--- config.mk ---
export PLATFORM = sky130hd
export DESIGN_NAME = dmem_copy_engine
export DESIGN_NICKNAME = d
export VERILOG_FILES = /design/src/rtl/dmem_pkg.sv /design/src/rtl/dmem_port_mux.sv /design/src/rtl/dmem_copy_engine.sv
export SDC_FILE = /design/constraint.sdc
export NUM_CORES = 1
export LEC_CHECK = 0
export BUFFER_PORTS_ARGS = -buffer_cell sky130_fd_sc_hd__buf_4
export CORE_ASPECT_RATIO = 1.4
export CORE_MARGIN = 2
export CORE_UTILIZATION = 56
export CTS_CLUSTER_DIAMETER = 60
export DETAILED_ROUTE_END_ITERATION = 10
export PLACE_DENSITY = 0.86
export SYNTH_ARGS = -nofsm -noshare
export SYNTH_HDL_FRONTEND = slang
export SYNTH_SLANG_ARGS = --single-unit
--- constraint.sdc ---
create_clock -name clk -period 4.7 [get_ports clk]
set_clock_uncertainty 0.2 [all_clocks]
set_input_delay 0.47 -clock clk [delete_from_list [all_inputs] [get_ports clk]]
set_output_delay 0.47 -clock clk [all_outputs]
set_load 0.01 [all_outputs]
--- src/rtl/dmem_pkg.sv ---
// Shared widths and state encoding for the data-memory copy engine.
package dmem_pkg;

    localparam int AW = 8;
    localparam int DW = 8;

    typedef enum logic [1:0] {
        IDLE  = 2'd0,
        READ  = 2'd1,
        WRITE = 2'd2,
        DONE  = 2'd3
    } copy_state_t;

endpackage

--- src/rtl/dmem_port_mux.sv ---
// Selects who drives the single memory port: the CPU while idle, the copy engine otherwise.
module dmem_port_mux
    import dmem_pkg::*;
#(
    parameter int AW = dmem_pkg::AW,
    parameter int DW = dmem_pkg::DW
) (
    input  logic        rst_n,
    input  copy_state_t state,
    input  logic        cpu_wr_en,
    input  logic [AW-1:0] cpu_addr,
    input  logic [DW-1:0] cpu_dat_in,
    input  logic [AW-1:0] src_ptr,
    input  logic [AW-1:0] dst_ptr,
    input  logic [DW-1:0] data_buf,
    output logic        mem_wr_en,
    output logic [AW-1:0] mem_addr,
    output logic [DW-1:0] mem_dat_in
);

    logic wr_raw;

    // Decode memory drive from the engine state; CPU address/data are the idle default.
    always_comb begin
        wr_raw     = 1'b0;
        mem_addr   = cpu_addr;
        mem_dat_in = cpu_dat_in;
        case (state)
            IDLE:  wr_raw = cpu_wr_en;
            READ:  mem_addr = src_ptr;
            WRITE: begin
                mem_addr   = dst_ptr;
                mem_dat_in = data_buf;
                wr_raw     = 1'b1;
            end
            DONE:    wr_raw = 1'b0;
            default: wr_raw = 1'b0;
        endcase
    end

    // Reset kills the write strobe immediately, even before the state register settles.
    assign mem_wr_en = wr_raw & rst_n;

endmodule

--- src/rtl/dmem_copy_engine.sv ---
// Block-copy engine owning the data-memory port; CPU passes through while idle.
module dmem_copy_engine
    import dmem_pkg::*;
#(
    parameter int AW = dmem_pkg::AW,
    parameter int DW = dmem_pkg::DW
) (
    input  logic          clk,
    input  logic          rst_n,
    input  logic          start,
    input  logic [AW-1:0] src_addr,
    input  logic [AW-1:0] dst_addr,
    input  logic [AW-1:0] len,
    input  logic          cpu_wr_en,
    input  logic [AW-1:0] cpu_addr,
    input  logic [DW-1:0] cpu_dat_in,
    input  logic [DW-1:0] mem_dat_out,
    output logic          mem_wr_en,
    output logic [AW-1:0] mem_addr,
    output logic [DW-1:0] mem_dat_in,
    output logic          busy,
    output logic          done
);

    copy_state_t   state, state_nxt;
    logic [AW-1:0] src_ptr, dst_ptr, count;
    logic [DW-1:0] data_buf;

    // State register.
    always_ff @(posedge clk or negedge rst_n) begin
        if (!rst_n) state <= IDLE;
        else        state <= state_nxt;
    end

    // Next state: one read/write pair per byte; a zero-length start goes straight to DONE.
    always_comb begin
        state_nxt = state;
        case (state)
            IDLE:    if (start) state_nxt = (len != '0) ? READ : DONE;
            READ:    state_nxt = WRITE;
            WRITE:   state_nxt = (count == AW'(1)) ? DONE : READ;
            DONE:    state_nxt = IDLE;
            default: state_nxt = IDLE;
        endcase
    end

    // Datapath: latch the request, capture the read byte, advance pointers after each write.
    always_ff @(posedge clk or negedge rst_n) begin
        if (!rst_n) begin
            src_ptr  <= '0;
            dst_ptr  <= '0;
            count    <= '0;
            data_buf <= '0;
        end else begin
            case (state)
                IDLE: if (start && len != '0) begin
                    src_ptr <= src_addr;
                    dst_ptr <= dst_addr;
                    count   <= len;
                end
                READ:  data_buf <= mem_dat_out;
                WRITE: begin
                    src_ptr <= src_ptr + AW'(1);
                    dst_ptr <= dst_ptr + AW'(1);
                    count   <= count - AW'(1);
                end
                default: ;
            endcase
        end
    end

    assign busy = (state != IDLE);
    assign done = (state == DONE);

    dmem_port_mux #(.AW(AW), .DW(DW)) u_port_mux (
        .rst_n      (rst_n),
        .state      (state),
        .cpu_wr_en  (cpu_wr_en),
        .cpu_addr   (cpu_addr),
        .cpu_dat_in (cpu_dat_in),
        .src_ptr    (src_ptr),
        .dst_ptr    (dst_ptr),
        .data_buf   (data_buf),
        .mem_wr_en  (mem_wr_en),
        .mem_addr   (mem_addr),
        .mem_dat_in (mem_dat_in)
    );

endmodule

==> results.py, run 1 <==
metrics = {
    "worst_setup_path": {
        "path_class": "reg2out",
        "r2r_cells": 8,
        "reg2reg_slack_ns": 2.12,
        "end_kind": "output pin",
        "critPathLaunch": "state[0]",
        "arrival_ns": 2.19,
        "cp.required_ns": 4.03,
        "max_stage_delay_ns": 0.46,
        "cp_top_family": "buffers and inverters",
        "r2r_start": "state[0]",
        "cpMaxStageDelayCell": "buf_4",
        "path_buf_inv": 3,
        "crit_path_start_kind": "register",
        "worstReg2RegEnd": "dst_ptr[6]",
        "crit_top_cell": "buf_4",
        "crit_end": "mem_dat_in[1]",
        "cp_num_cells": 5,
        "path_cells": "inv_1 > ha_1 > buf_4 > mux2_2 > buf_4",
        "path_max_fanout": 38,
    },
    "power_and_ir_drop": {
        "power_frac_seq_pct": 29.9,
        "power_density_nw_per_um2": 698,
        "internal_power_uw": 1110,
        "comb_power_share_pct": 58.9,
        "finalPower_uw": 2040,
        "power.leakage_uw": 0.00126,
        "p_sw_uw": 924,
        "pwr-share-clk_pct": 11.1,
        "ir_drop_mv": 0.492,
        "switching_share_pct": 45.4,
    },
    "cts": {
        "root_buffer": "clkbuf_8",
        "cts_tree": "yes",
        "path_clk_slew_ns": 0.07,
        "post-cts-setup-buffers": 0,
        "cts_buffers": 5,
        "clk_latency_ns": 0.29,
        "cts.sinks": 34,
        "h-tree-depth": 2,
        "cts_buffer_depth": 2,
    },
    "timing": {
        "hold_viol_final": 0,
        "setup_tns_ns": 0,
        "grt_setup_unrepaired": "false",
        "finalMaxSlewViolations": 0,
        "layout_min_cycle_time_ns": 2.86,
        "fmax_ghz": 0.349,
        "setup_viol": 0,
        "min_period_over_period_pct": 61.0,
        "slew_headroom_pct": 51.1,
        "worst_pin_slew_ns": 0.733,
    },
    "route": {
        "drcViolationCount": 0,
        "drtPass1Iterations": 6,
        "wl_per_cell_um": 17.6,
        "viasPerCell": 6.30,
        "drt_iter0_markers": 108,
        "drtAntennaViolNets": 0,
        "drt-total-wl_mm": 6.40,
        "vias": 2294,
    },
    "cells_and_area": {
        "area_delta_synth_final_pct": 26.3,
        "final_cell_count_no_fill": 364,
        "drive_gt1_share_pct": 32.7,
        "nFillCells": 306,
        "final_core_util_pct": 73.8,
        "nets": 381,
        "antenna_cells": 0,
    },
    "placement": {
        "dp.cells": 355,
        "gp_congestion": 0.865,
        "portBuffers": 70,
        "place_hpwl_mm": 4.55,
    },
    "synth": {
        "syn_nets": 317,
        "synth.yosys.seq_area_share_pct": 36.8,
        "synth_flop_cell": "dfrtp_1",
        "async_flop_share_pct": 100,
        "ys_seq_elements": 34,
        "yosys.area.top_type_share_pct": 36.8,
        "synth_area_leaders": "dfrtp_1 (37%), mux2_2 (7.8%), a21oi_1 (6.3%), ha_1 (4.9%), nand3_1 (3.9%)",
        "yosysMostFrequentCell": "dfrtp_1",
        "synthCells": 256,
        "yosys_warnings": 0,
        "synth_top_area_cell": "dfrtp_1",
        "synth_area_um2": 2310,
        "synth_edf_count": 0,
        "synthDistinctLibCells": 47,
        "yosys-top-cells-count": "dfrtp_1 (34), a21oi_1 (29), nand2_1 (23)",
        "syn_avg_cell_area_um2": 9.02,
    },
    "floorplan": {
        "start_util_pct": 58.4,
        "coreArea_um2": 3950,
        "die_w_um": 58.3,
        "pin_count": 71,
        "die_h_um": 80.0,
        "row_count": 27,
        "die_area_um2": 4660,
    },
    "grt": {
        "antenna_found_initial": 0,
        "grt_use_total_pct": 28.7,
        "grt_max_degree": 39,
        "grt_pass1_wl_mm": 10.3,
        "overflow": 0,
        "first_global_vias": 2224,
    },
    "hold_path": {
        "hp-class": "in2reg",
    },
    "run_status": {
        "status": "completed",
    },
    "run": {
        "max_cap_viol_count": 0,
    },
}
==> layout make-up <==
type                            instances  area (um2)  area share [%]
Multi-Input combinational cell        199        1350            46.2
Sequential cell                        34         851            29.2
Timing Repair Buffer                   72         543            18.6
Clock buffer                            7        86.3            2.96
Tap cell                               43        53.8            1.84
Inverter                                8        30.0            1.03
Clock inverter                          1        5.00           0.172
==> cells by family (layout without fill, tap and decap cells) <==
group | count (synthesis) | in the layout | share of synthesized area [%]
buf+inv | 23 | 88 | 4.82
xor+xnor | 3 | 3 | 1.14
fa+ha+maj | 9 | 9 | 4.88
mux | 18 | 18 | 8.67
flops | 34 | 34 | 36.8
compound gates | 84 | 84 | 24.2
simple gates | 85 | 85 | 19.4
==> routing by layer <==
layer,up-vias,share of wire (%),GRT usage [%]
li1,1077,-,-
met1,1100,38,32.9
met2,105,54,51.6
met3,12,6.6,5.83
met4,0,1.7,10.0
met5,-,0,0
==> worst min-delay path by stage <==
| stage | startpoint | end | slack, ns | cells after the start |
|---|---|---|---|---|
| floorplan | rst_n | count[0] | -0.03 | 0 |
| global placement | rst_n | data_buf[5] | 0.24 | 1 |
| detailed placement | rst_n | data_buf[5] | 0.25 | 1 |
| CTS | mem_dat_out[7] | data_buf[7] | 0.21 | 2 |
| global route | mem_dat_out[6] | data_buf[6] | 0.21 | 2 |
| finish | mem_dat_out[4] | data_buf[4] | 0.21 | 2 |
==> power by group through the flow <==
stage	logic, uW	clock network (uW)	registers, uW
2_1_floorplan	862	0	553
3_3_place_gp	1150	0	600
3_5_place_dp	1190	0	607
4_1_cts	1200	231	604
5_1_grt	1310	247	629
6_report	1200	227	609
==> worst reg2reg max path, cell delays in order, from the launching register on <==
cell	delay, ns
dfrtp_1	0.40
inv_1	0.12
ha_1	0.38
buf_4	0.46
and4_1	0.32
and3_1	0.24
a2bb2oi_1	0.19
o21ai_1	0.08
a21oi_1	0.13
==> what timing repair did <==
action	4_1_cts	5_1_grt
resized for setup	0	0
endpoints found under the hold margin	34	0
hold buffers	1	0
==> cell usage in the layout (no fill, tap or decap), types with 3 or more instances in the layout <==
| master | Yosys | final |
|---|---|---|
| a21oi_1 | 29 | 29 |
| a22oi_1 | 8 | 8 |
| a31oi_1 | 5 | 5 |
| and3_1 | 3 | 3 |
| buf_4 | 0 | 71 |
| clkbuf_8 | 0 | 6 |
| dfrtp_1 | 34 | 34 |
| ha_1 | 9 | 9 |
| inv_1 | 7 | 7 |
| mux2_2 | 16 | 16 |
| nand2_1 | 23 | 23 |
| nand3_1 | 18 | 18 |
| nor2_1 | 22 | 22 |
| nor3_1 | 4 | 4 |
| o211ai_1 | 3 | 3 |
| o21ai_0 | 4 | 4 |
| o21ai_1 | 10 | 10 |
| o221a_1 | 8 | 8 |
| o22ai_1 | 3 | 3 |
==> flip-flops by register name, summed over array words and instances, names as in the netlist <==
name and count:
dst_ptr 8, state 2, count 8, data_buf 8, src_ptr 8
==> per-stage QoR <==
stage          setup slack, ns  cell area (um2)  hold WS, ns
2_1_floorplan             2.49             2310      -0.0256
3_3_place_gp              2.22             2820        0.245
3_5_place_dp              2.17             2820        0.249
4_1_cts                   1.85             2920        0.208
5_1_grt                   1.74             2920        0.208
6_report                  1.84             2920        0.213
No activity file was read; power rests on OpenSTA's default activity.
==> run 2: changes to the inputs <==
Settings changed: CORE_UTILIZATION 56 to 47, PLACE_DENSITY 0.86 to 0.77.
Clock period 4.7 ns to 2.4 ns, I/O delays scaled along.
==> results.py, run 2 (synthesis gave the netlist of run 1 again) <==
metrics = {
    "run_status": {
        "status": "completed",
    },
    "cells_and_area": {
        "final_cell_count_no_fill": 398,
        "nets": 395,
        "nFillCells": 419,
        "antenna_cells": 0,
        "area_delta_synth_final_pct": 32.7,
        "final_common_cell": "buf_4",
        "drive_gt1_share_pct": 33.2,
        "layout_common_cells": "buf_4 (75), dfrtp_1 (34), a21oi_1 (29), nand2_1 (23), nor2_1 (22)",
    },
    "worst_setup_path": {
        "cp.required_ns": 1.96,
        "end_kind": "output pin",
        "cp_top_family": "buffers and inverters",
        "path_buf_inv": 3,
        "worstReg2RegEnd": "count[5]",
        "reg2reg_slack_ns": 0.31,
        "crit_end": "mem_dat_in[1]",
        "path_cells": "inv_1 > ha_2 > buf_6 > mux2_2 > buf_4",
        "path_class": "reg2out",
        "critPathLaunch": "state[0]",
        "cp_num_cells": 5,
        "r2r_start": "state[0]",
        "r2r_cells": 7,
        "path_max_fanout": 18,
        "cpMaxStageDelayCell": "dfrtp_1",
        "arrival_ns": 1.84,
        "max_stage_delay_ns": 0.41,
        "crit_path_start_kind": "register",
    },
    "cts": {
        "h-tree-depth": 2,
        "cts_buffers": 5,
        "path_clk_slew_ns": 0.07,
        "clk_latency_ns": 0.29,
        "cts_tree": "yes",
        "cts.sinks": 34,
        "root_buffer": "clkbuf_8",
        "post-cts-setup-buffers": 0,
        "cts_buffer_depth": 2,
    },
    "timing": {
        "fmax_ghz": 0.439,
        "worst_pin_slew_ns": 0.511,
        "layout_min_cycle_time_ns": 2.28,
        "setup_tns_ns": 0,
        "slew_headroom_pct": 65.6,
        "setup_viol": 0,
        "grt_setup_unrepaired": "false",
        "hold_viol_final": 0,
        "finalMaxSlewViolations": 0,
        "min_period_over_period_pct": 95.0,
    },
    "floorplan": {
        "row_count": 30,
        "coreArea_um2": 4800,
        "die_area_um2": 5500,
        "start_util_pct": 48.1,
        "pin_count": 71,
        "die_w_um": 63.2,
        "die_h_um": 86.9,
    },
    "grt": {
        "first_global_vias": 2274,
        "grt_pass1_wl_mm": 10.7,
        "grt_use_total_pct": 25.1,
        "overflow": 0,
        "grt_max_degree": 35,
        "antenna_found_initial": 0,
    },
    "power_and_ir_drop": {
        "power_density_nw_per_um2": 1320,
        "power.leakage_uw": 0.00131,
        "ir_drop_mv": 0.978,
    },
    "placement": {
        "dp.cells": 382,
        "portBuffers": 70,
        "gp_congestion": 0.879,
        "place_hpwl_mm": 4.73,
    },
    "route": {
        "drtAntennaViolNets": 0,
        "drcViolationCount": 0,
        "drt-total-wl_mm": 6.51,
        "vias": 2335,
        "drt_iter0_markers": 155,
        "wl_per_cell_um": 16.3,
        "viasPerCell": 5.87,
        "drtPass1Iterations": 4,
    },
    "run": {
        "max_cap_viol_count": 0,
    },
    "hold_path": {
        "hp-class": "in2reg",
    },
}
-- run 2: worst min path at each step --
| stage | depth (start not counted) | endpoint | slack (ns) | start |
|---|---|---|---|---|
| after floorplan | 0 | count[0] | -0.26 | rst_n |
| after global placement | 2 | data_buf[1] | 0.11 | rst_n |
| after detailed placement | 2 | data_buf[4] | 0.11 | rst_n |
| after CTS | 2 | src_ptr[4] | 0.01 | src_addr[4] |
| after global routing | 2 | dst_ptr[3] | 0.02 | dst_addr[3] |
| final | 3 | src_ptr[6] | 0.006 | src_addr[6] |
-- run 2: worst register-to-register path, cell delays in order (launching register included) --
cell and delay (ns):
dfrtp_1 0.41, inv_1 0.13, ha_2 0.19, buf_4 0.20, inv_1 0.16, nor2_1 0.33, o21bai_1 0.14, a211oi_1 0.24
-- run 2: layer usage --
layer	global-route usage (%)	share of wire [%]
met5	0	0
met2	42.4	52
met4	13.2	2.9
met1	30.2	40
met3	5.17	5.0
-- run 2: where the power goes --
group          internal (uW)  total, uW  switching (uW)
clock                    200        409             209
sequential               862       1180             320
combinational           1160       2450            1300
total                   2220       4050            1830
-- run 2: repair_timing --
item,4_1_cts,5_1_grt
gates resized for setup,0,4
endpoints found under the hold margin,42,0
hold buffers,9,0
setup endpoints to repair,0,14
-- run 2: cell type report --
class / instances / area, um2 / share of cell area (%)
inverters: 8 / 30.0 / 0.980
multi-input cells: 199 / 1350 / 44.1
clock buffers: 7 / 76.3 / 2.49
flip-flops and latches: 34 / 851 / 27.8
well taps: 64 / 80.1 / 2.61
repair buffers: 86 / 676 / 22.0
-- run 2: per-stage QoR --
| step | utilization [%] | power (uW) | instance area (um2) | hold WS [ns] | setup slack (ns) |
|---|---|---|---|---|---|
| final | 63.8 | 4050 | 3070 | 0.00600 | 0.121 |
| after global routing | 63.8 | 4380 | 3070 | 0.0170 | 0.0362 |
| after CTS | 63.5 | 4020 | 3050 | 0.0123 | 0.0199 |
| after detailed placement | 60.1 | 3590 | 2890 | 0.110 | 0.336 |
| after global placement | 60.1 | 3520 | 2890 | 0.112 | 0.382 |
| after floorplan | - | 2770 | 2310 | -0.256 | 0.425 |
==> run 3: changes to the inputs <==
Settings changed: CORE_UTILIZATION 47 to 52, PLACE_DENSITY 0.77 to 0.81.
Clock period 2.4 ns to 2.3 ns, I/O delays scaled along.
==> results.py, run 3 (synthesis gave the netlist of run 1 again) <==
metrics = {
    "timing": {
        "fmax_ghz": 0.449,
        "slew_headroom_pct": 64.3,
        "min_period_over_period_pct": 96.8,
        "grt_setup_unrepaired": "false",
        "setup_tns_ns": 0,
        "layout_min_cycle_time_ns": 2.23,
        "finalMaxSlewViolations": 0,
        "setup_viol": 0,
        "worst_pin_slew_ns": 0.531,
        "hold_viol_final": 0,
    },
    "route": {
        "drtAntennaViolNets": 0,
        "vias": 2376,
        "drcViolationCount": 0,
        "viasPerCell": 6.02,
        "drt-total-wl_mm": 6.49,
        "drt_iter0_markers": 166,
        "drtPass1Iterations": 4,
        "wl_per_cell_um": 16.4,
    },
    "power_and_ir_drop": {
        "ir_drop_mv": 0.776,
        "power.leakage_uw": 0.00132,
        "power_density_nw_per_um2": 1370,
    },
    "worst_setup_path": {
        "cp_top_family": "buffers and inverters",
        "path_cells": "inv_1 > ha_4 > buf_6 > mux2_2 > buf_4",
        "crit_path_start_kind": "register",
        "path_buf_inv": 3,
        "arrival_ns": 1.80,
        "path_class": "reg2out",
        "cp.required_ns": 1.87,
        "reg2reg_slack_ns": 0.16,
        "end_kind": "output pin",
        "cpMaxStageDelayCell": "dfrtp_1",
        "max_stage_delay_ns": 0.40,
        "path_max_fanout": 14,
    },
    "floorplan": {
        "die_w_um": 60.3,
        "die_h_um": 82.9,
        "start_util_pct": 54.5,
        "pin_count": 71,
        "coreArea_um2": 4240,
        "die_area_um2": 5000,
        "row_count": 28,
    },
    "grt": {
        "grt_pass1_wl_mm": 10.6,
        "grt_use_total_pct": 27.7,
        "grtUsageMet2_pct": 45.0,
        "grtUsageMet1_pct": 36.0,
        "grt_max_degree": 35,
        "met3_usage_pct": 4.52,
        "first_global_vias": 2258,
        "grt-busiest-layer": "met2",
        "overflow": 0,
        "antenna_found_initial": 0,
    },
    "run": {
        "max_cap_viol_count": 0,
    },
    "placement": {
        "place_hpwl_mm": 4.61,
        "dp.cells": 378,
        "gp_congestion": 0.913,
        "portBuffers": 70,
    },
    "cts": {
        "cts_tree": "yes",
        "cts.sinks": 34,
        "path_clk_slew_ns": 0.07,
        "h-tree-depth": 2,
        "cts_buffer_depth": 2,
        "root_buffer": "clkbuf_8",
        "clk_latency_ns": 0.28,
        "post-cts-setup-buffers": 0,
        "cts_buffers": 5,
    },
    "cells_and_area": {
        "drive_gt1_share_pct": 33.1,
        "area_delta_synth_final_pct": 33.4,
        "nets": 396,
        "nFillCells": 331,
        "final_cell_count_no_fill": 395,
        "antenna_cells": 0,
        "layout_common_cells": "buf_4 (75), dfrtp_1 (34), a21oi_1 (29), nand2_1 (23), nor2_1 (22)",
        "final_common_cell": "buf_4",
    },
    "run_status": {
        "status": "completed",
    },
    "hold_path": {
        "hp-class": "in2reg",
    },
}
[run 3: changes by cell type in the layout (fill, tap and decap cells not counted), sizes merged]
cell	previous run	this run
dlygate4sd3	9	10
[run 3: worst reg2reg max path, delay by kind of cell (launching register included)]
family	cells	cell delay (ns)
AOI/OAI and AO/OA	3	0.72
DFF	1	0.40
and+or+nand+nor	2	0.28
adders and majority gates	1	0.25
buffers and inverters	1	0.18
[run 3: worst paths after layout]
kind,start,end,cells past startpoint
min,src_addr[5],src_ptr[5],2
min in group asynchronous,rst_n,data_buf[3],3
max in group asynchronous,rst_n,count[6],3
max reg2reg,state[0],count[2],7
min reg2reg,dst_ptr[7],dst_ptr[7],1
max,state[0],mem_dat_in[0],5
[run 3: timing repair]
action / CTS / global route
hold endpoints to repair: 43 / 0
endpoints found under the setup margin: 8 / 16
gates resized for setup: 1 / 4
hold buffers: 10 / 0
[run 3: where the power goes]
part           switching [uW]  internal [uW]  total [uW]
Clock                     203            208         411
Sequential                337            900        1240
Combinational            1340           1220        2560
Total                    1880           2330        4210
[run 3: layout make-up]
cell class	instances	area [um2]	area share [%]
multi-input combinational	199	1360	44.2
clock buffer	7	76.3	2.48
inverter	8	30.0	0.975
timing repair buffer	87	686	22.3
sequential	34	851	27.6
tap	60	75.1	2.44
[run 3: routing by layer]
metal	vias to the layer above	share of wire [%]
li1	1103	-
met1	1143	37
met2	112	53
met3	18	6.8
met4	0	2.2
met5	-	0
[run 3: stage by stage]
step	instance area [um2]	utilization [%]	hold WS (ns)	power (uW)	setup WS (ns)
after floorplan	2310	-	-0.266	2890	0.335
after global placement	2880	68.0	0.0987	3660	0.295
after detailed placement	2880	68.0	0.0991	3720	0.233
after CTS	3060	72.2	0.00506	4160	0.0204
after global routing	3080	72.7	0.00380	4540	0.0125
final	3080	72.7	0.00799	4210	0.0741
